File: config.mk
export PLATFORM = sky130hd
export DESIGN_NAME = idft16_seq
export DESIGN_NICKNAME = d
export VERILOG_FILES = /design/src/rtl/idft16_seq.sv
export SDC_FILE = /design/constraint.sdc
export NUM_CORES = 2
export LEC_CHECK = 0
export ABC_AREA = 1
export CAP_MARGIN = 10
export CORE_MARGIN = 2
export CORE_UTILIZATION = 38
export CTS_CLUSTER_DIAMETER = 40
export CTS_CLUSTER_SIZE = 16
export DETAILED_ROUTE_END_ITERATION = 12
export HOLD_SLACK_MARGIN = 0.12
export PLACE_DENSITY_LB_ADDON = 0.25
export SLEW_MARGIN = 0
export SYNTH_ARGS = -nofsm -noshare
export SYNTH_HDL_FRONTEND = slang
export SYNTH_SLANG_ARGS = --single-unit
File: constraint.sdc
create_clock -name clk -period 30 [get_ports clk]
set_clock_uncertainty 0.1 [all_clocks]
set_input_delay 3 -clock clk [delete_from_list [all_inputs] [get_ports clk]]
set_output_delay 3 -clock clk [all_outputs]
set_load 0.03 [all_outputs]
File: src/rtl/idft16_seq.sv
// idft16_seq: sequential 16-point inverse DFT.
// Loads 16 complex bins, then for each output sample n runs 16 MAC cycles
// over k with Q2.14 twiddles. The sum is rounded (1/16 and twiddle scaling
// folded into one >>>18), saturated to OUT_W and presented on a
// valid/ready port.
//
// Handshake rule for both ports: a transfer happens on a rising edge where
// valid and ready are both high. The producer holds data stable while valid
// is high and ready is low. in_ready is high exactly while the block is in
// LOAD. out_valid stays high until the consumer takes the sample.
module idft16_seq #(
  parameter int IN_W  = 16,
  parameter int OUT_W = 16
) (
  input  logic                    clk,
  input  logic                    rst,
  input  logic                    in_valid,
  output logic                    in_ready,
  input  logic signed [IN_W-1:0]  in_re,
  input  logic signed [IN_W-1:0]  in_im,
  output logic                    out_valid,
  input  logic                    out_ready,
  output logic signed [OUT_W-1:0] out_re,
  output logic signed [OUT_W-1:0] out_im,
  output logic [3:0]              out_index,
  output logic                    busy,
  output logic [1:0]              dbg_state
);

  localparam int PROD_W = IN_W + 16;
  localparam int ACC_W  = IN_W + 16 + 1 + 4;
  localparam int EXT_W  = ACC_W - PROD_W;

  localparam logic signed [ACC_W-1:0] RND     = ACC_W'(131072);
  localparam logic signed [ACC_W-1:0] SAT_MAX = ACC_W'((64'sd1 <<< (OUT_W - 1)) - 64'sd1);
  localparam logic signed [ACC_W-1:0] SAT_MIN = -SAT_MAX - ACC_W'(1);

  typedef enum logic [1:0] {
    S_LOAD = 2'd0,
    S_CALC = 2'd1,
    S_OUT  = 2'd2
  } state_t;

  state_t                    state_q, state_d;
  logic [3:0]                k_q, k_d;
  logic [3:0]                n_q, n_d;
  logic signed [ACC_W-1:0]   acc_re_q, acc_re_d;
  logic signed [ACC_W-1:0]   acc_im_q, acc_im_d;
  logic signed [OUT_W-1:0]   out_re_q, out_re_d;
  logic signed [OUT_W-1:0]   out_im_q, out_im_d;
  logic [3:0]                out_idx_q, out_idx_d;
  logic                      out_valid_q, out_valid_d;

  logic signed [IN_W-1:0]    bin_re_q [0:15];
  logic signed [IN_W-1:0]    bin_im_q [0:15];

  logic                      load_fire;
  logic [3:0]                m;
  logic signed [15:0]        cos_w, sin_w;
  logic signed [IN_W-1:0]    xr, xi;
  logic signed [PROD_W-1:0]  p_rc, p_is, p_rs, p_ic;
  logic signed [ACC_W-1:0]   term_re, term_im;
  logic signed [ACC_W-1:0]   acc_nxt_re, acc_nxt_im;
  logic signed [ACC_W-1:0]   scaled_re, scaled_im;

  // Quarter-wave symmetric cosine table, Q2.14, angle 2*pi*idx/16.
  function automatic logic signed [15:0] cos_lut(input logic [3:0] idx);
    logic signed [15:0] v;
    case (idx)
      4'd0:    v = 16'sd16384;
      4'd1:    v = 16'sd15137;
      4'd2:    v = 16'sd11585;
      4'd3:    v = 16'sd6270;
      4'd4:    v = 16'sd0;
      4'd5:    v = -16'sd6270;
      4'd6:    v = -16'sd11585;
      4'd7:    v = -16'sd15137;
      4'd8:    v = -16'sd16384;
      4'd9:    v = -16'sd15137;
      4'd10:   v = -16'sd11585;
      4'd11:   v = -16'sd6270;
      4'd12:   v = 16'sd0;
      4'd13:   v = 16'sd6270;
      4'd14:   v = 16'sd11585;
      default: v = 16'sd15137;
    endcase
    return v;
  endfunction

  // Clamp a scaled accumulator value into the signed OUT_W range.
  function automatic logic signed [OUT_W-1:0] sat_out(input logic signed [ACC_W-1:0] v);
    logic signed [OUT_W-1:0] r;
    if (v > SAT_MAX)      r = {1'b0, {(OUT_W-1){1'b1}}};
    else if (v < SAT_MIN) r = {1'b1, {(OUT_W-1){1'b0}}};
    else                  r = v[OUT_W-1:0];
    return r;
  endfunction

  assign load_fire = (state_q == S_LOAD) && in_valid;

  // Bin storage: written only by accepted input handshakes.
  always_ff @(posedge clk) begin
    if (!rst && load_fire) begin
      bin_re_q[k_q] <= in_re;
      bin_im_q[k_q] <= in_im;
    end
  end

  // One complex MAC term for the current (k, n); the angle index wraps mod 16.
  always_comb begin
    m          = k_q * n_q;
    cos_w      = cos_lut(m);
    sin_w      = cos_lut(m - 4'd4);
    xr         = bin_re_q[k_q];
    xi         = bin_im_q[k_q];
    p_rc       = xr * cos_w;
    p_is       = xi * sin_w;
    p_rs       = xr * sin_w;
    p_ic       = xi * cos_w;
    term_re    = {{EXT_W{p_rc[PROD_W-1]}}, p_rc} - {{EXT_W{p_is[PROD_W-1]}}, p_is};
    term_im    = {{EXT_W{p_rs[PROD_W-1]}}, p_rs} + {{EXT_W{p_ic[PROD_W-1]}}, p_ic};
    acc_nxt_re = acc_re_q + term_re;
    acc_nxt_im = acc_im_q + term_im;
    scaled_re  = (acc_nxt_re + RND) >>> 18;
    scaled_im  = (acc_nxt_im + RND) >>> 18;
  end

  // Next-state logic: LOAD -> CALC (16 MACs) -> OUT -> CALC ... -> LOAD.
  always_comb begin
    state_d     = state_q;
    k_d         = k_q;
    n_d         = n_q;
    acc_re_d    = acc_re_q;
    acc_im_d    = acc_im_q;
    out_re_d    = out_re_q;
    out_im_d    = out_im_q;
    out_idx_d   = out_idx_q;
    out_valid_d = out_valid_q;
    case (state_q)
      S_LOAD: begin
        if (in_valid) begin
          k_d = k_q + 4'd1;
          if (k_q == 4'd15) begin
            state_d  = S_CALC;
            k_d      = 4'd0;
            n_d      = 4'd0;
            acc_re_d = '0;
            acc_im_d = '0;
          end
        end
      end
      S_CALC: begin
        acc_re_d = acc_nxt_re;
        acc_im_d = acc_nxt_im;
        k_d      = k_q + 4'd1;
        if (k_q == 4'd15) begin
          out_re_d    = sat_out(scaled_re);
          out_im_d    = sat_out(scaled_im);
          out_idx_d   = n_q;
          out_valid_d = 1'b1;
          k_d         = 4'd0;
          state_d     = S_OUT;
        end
      end
      S_OUT: begin
        if (out_ready) begin
          out_valid_d = 1'b0;
          k_d         = 4'd0;
          acc_re_d    = '0;
          acc_im_d    = '0;
          if (n_q == 4'd15) begin
            n_d     = 4'd0;
            state_d = S_LOAD;
          end else begin
            n_d     = n_q + 4'd1;
            state_d = S_CALC;
          end
        end
      end
      default: begin
        state_d = S_LOAD;
      end
    endcase
  end

  // State and datapath registers; reset discards any partial frame.
  always_ff @(posedge clk) begin
    if (rst) begin
      state_q     <= S_LOAD;
      k_q         <= 4'd0;
      n_q         <= 4'd0;
      acc_re_q    <= '0;
      acc_im_q    <= '0;
      out_re_q    <= '0;
      out_im_q    <= '0;
      out_idx_q   <= 4'd0;
      out_valid_q <= 1'b0;
    end else begin
      state_q     <= state_d;
      k_q         <= k_d;
      n_q         <= n_d;
      acc_re_q    <= acc_re_d;
      acc_im_q    <= acc_im_d;
      out_re_q    <= out_re_d;
      out_im_q    <= out_im_d;
      out_idx_q   <= out_idx_d;
      out_valid_q <= out_valid_d;
    end
  end

  assign in_ready  = (state_q == S_LOAD);
  assign busy      = (state_q == S_CALC) || (state_q == S_OUT);
  assign out_valid = out_valid_q;
  assign out_re    = out_re_q;
  assign out_im    = out_im_q;
  assign out_index = out_idx_q;
  assign dbg_state = state_q;

endmodule

==> summary.txt <==
Top cells by area, synth = fa_1, edfxtp_1, inv_1
Area Growth Syn to Fin = 10.17%
Register bit total from synthesis = 637
Netlist cell types = 47
Status = finished clean
# IOs = 77
Worst skew pair latency = 760 ps
Max-Cap Viols = 0
Routed vias/inst = 4.903
DRT antenna net count = 0
Routability cong. = 0.9489
Final setup viols = 0
Worst Path Max Fanout = 17
IO buf count = 76
TNS Setup = 0 ps
Area leader, netlist = fa_1
Hold_buf cts = 0
Post-synth top cells = inv_1, fa_1, nand2_1
Drt wl/cell = 21.16 um
Initial cell density of the core = 38.14%
Average size of a mapped cell = 9.285 um2
Final Max Slew Viols = 0
Cell area after synthesis = 71,470 um2
Sequential area share after synthesis = 25.01%
Most used cell, CP = nand2_1
CP peak stage delay = 1080 ps
Fraction of layout cells with a size suffix above 1 = 5.077%
DRC Markers = 0
Number of synthesized flops with an enable pin = 512
Vias in the first global route = 54.20k
Clock-pin slew on the worst setup and hold paths = 60 ps
CP Data Required Time = 30,570 ps
Syn nets = 9,388
Die Width = 437.7 um
Async SR Flop Fraction = 0%
Synth Flop Type = edfxtp_1
CP Class = flop to flop
Vias post-DR = 50.59k
Dpl hpwl = 165,400 um
CTS buffer count = 97
Worst path buffer plus inverter count = 9
Core Region = 187,400 um2
Sink Count = 637
RSZ-0062 raised after global routing = no
DR pass1 iterations = 6
First-pass GRT wire length = 335,400 um
H-tree depth = 3
Achievable Freq = 77.80 MHz
CTS tree = done
Yosys warning total = 0
Deepest clock path buffer count = 3
Synth top area share = 36.75%
GRT Overall Usage = 23.38%
Crit path launch type = flop
Iter 0 DRT Violations = 3,536
Die Y = 437.7 um
Critical Path End Type = flop
Initial antenna violation count = 7
Syn Inst Count = 7,698
Die ar. = 191,600 um2
Tmin final = 12,850 ps
Largest net degree at the start of global routing = 174
Worst-margin pin slew = 1068 ps
Global route overflow = 0
Max-slew headroom = 28.74%
Clk root buf = clkbuf_16
Top-count cell post-synth = inv_1
Final wirelength = 218,400 um
FP Rows = 159
Critical path's top delay family = adder cells
Final #Nets = 9,429
Tcrit/Tclk final = 42.85%
Hold WC Path Type = flop to flop
WP data arrival = 13,420 ps
Fin. Hold Viols = 0
Post-CTS resize count = 0
CP max-delay cell = clkinv_1
Post-CTS setup buffer count = 0
==> metal layers <==
metal	track usage [%]	vias up	part of all wire, %
li1	-	23030	-
met1	31.80	25580	43
met2	37.78	1578	46
met3	3.558	402	6.5
met4	8.743	4	4.0
met5	0	-	0.015
==> worst paths after layout <==
check | from | endpoint | slack (ps) | depth (start not counted)
setup / recovery | k_q[0] | out_re[6] | 17150 | 50
hold / removal | out_im[15] | out_im[15] | 360 | 2
setup reg to reg | k_q[0] | out_re[6] | 17150 | 50
hold reg to reg | out_im[15] | out_im[15] | 360 | 2
==> logic make-up after synthesis <==
group,share of synthesized area [%]
adder cells (fa/ha/maj),42.73
XOR/XNOR,0.6372
AO/OA/AOI/OAI,4.341
flip-flops,25.01
multiplexers,1.850
AND/OR/NAND/NOR,13.03
buffers and inverters,12.39
==> through the flow <==
step | worst slack [ps] | cell area, um2 | std cells | hold WS (ps) | utilization [%]
floorplan | 18950 | 71470 | 7698 | 345.3 | -
global placement | 17280 | 75300 | 10130 | 353.8 | 40.18
detailed placement | 17240 | 75300 | 10130 | 361.1 | 40.18
CTS | 17310 | 78720 | 10310 | 370.4 | 42.01
global route | 16570 | 78740 | 10320 | 396.9 | 42.02
finish | 17150 | 78740 | 10320 | 364.2 | 42.02
==> area by class of cell <==
type | instances | area, um2
inverter | 2097 | 7876
clock inverter | 71 | 899.6
clock buffer | 109 | 2524
tap | 2495 | 3122
multi-input combinational | 4731 | 44910
sequential | 637 | 17890
timing repair buffer | 175 | 1520
antenna | 3 | 7.507
fill | 18380 | 108700
==> flip-flops by register name (all words and copies together) (netlist names), 4 cells and up, named ones only <==
name / flops
out_im: 16
acc_re_q: 37
out_re: 16
bin_im_q: 256
bin_re_q: 256
k_q: 4
out_index: 4
n_q: 4
acc_im_q: 37
==> cell usage in the layout (no fill, tap or decap), types with 14 or more instances in the layout <==
master,instances
clkbuf_16,98
inv_6,15
o211ai_1,35
dfxtp_1,122
nor2_4,23
buf_4,98
xor2_1,34
mux2_2,33
a21oi_1,290
nand4_1,34
nor2_2,22
edfxtp_1,512
nor3_1,18
fa_1,1312
nand2_1,1252
inv_1,2061
clkinv_1,29
nand3_1,252
nand2_2,17
mux2i_1,95
clkinvlp_4,14
clkdlybuf4s50_1,75
o21ai_0,248
nor2_1,646
ha_1,342
==> worst min-delay path: cells and delay by family, from the launching register on <==
kind	cells	cell delay, ps
compound gates	1	50
simple gates	1	60
flops	1	300
Power is left out: the tool's default activity adds up to more than one toggle a clock period on the data nets, which glitch-free logic cannot reach.
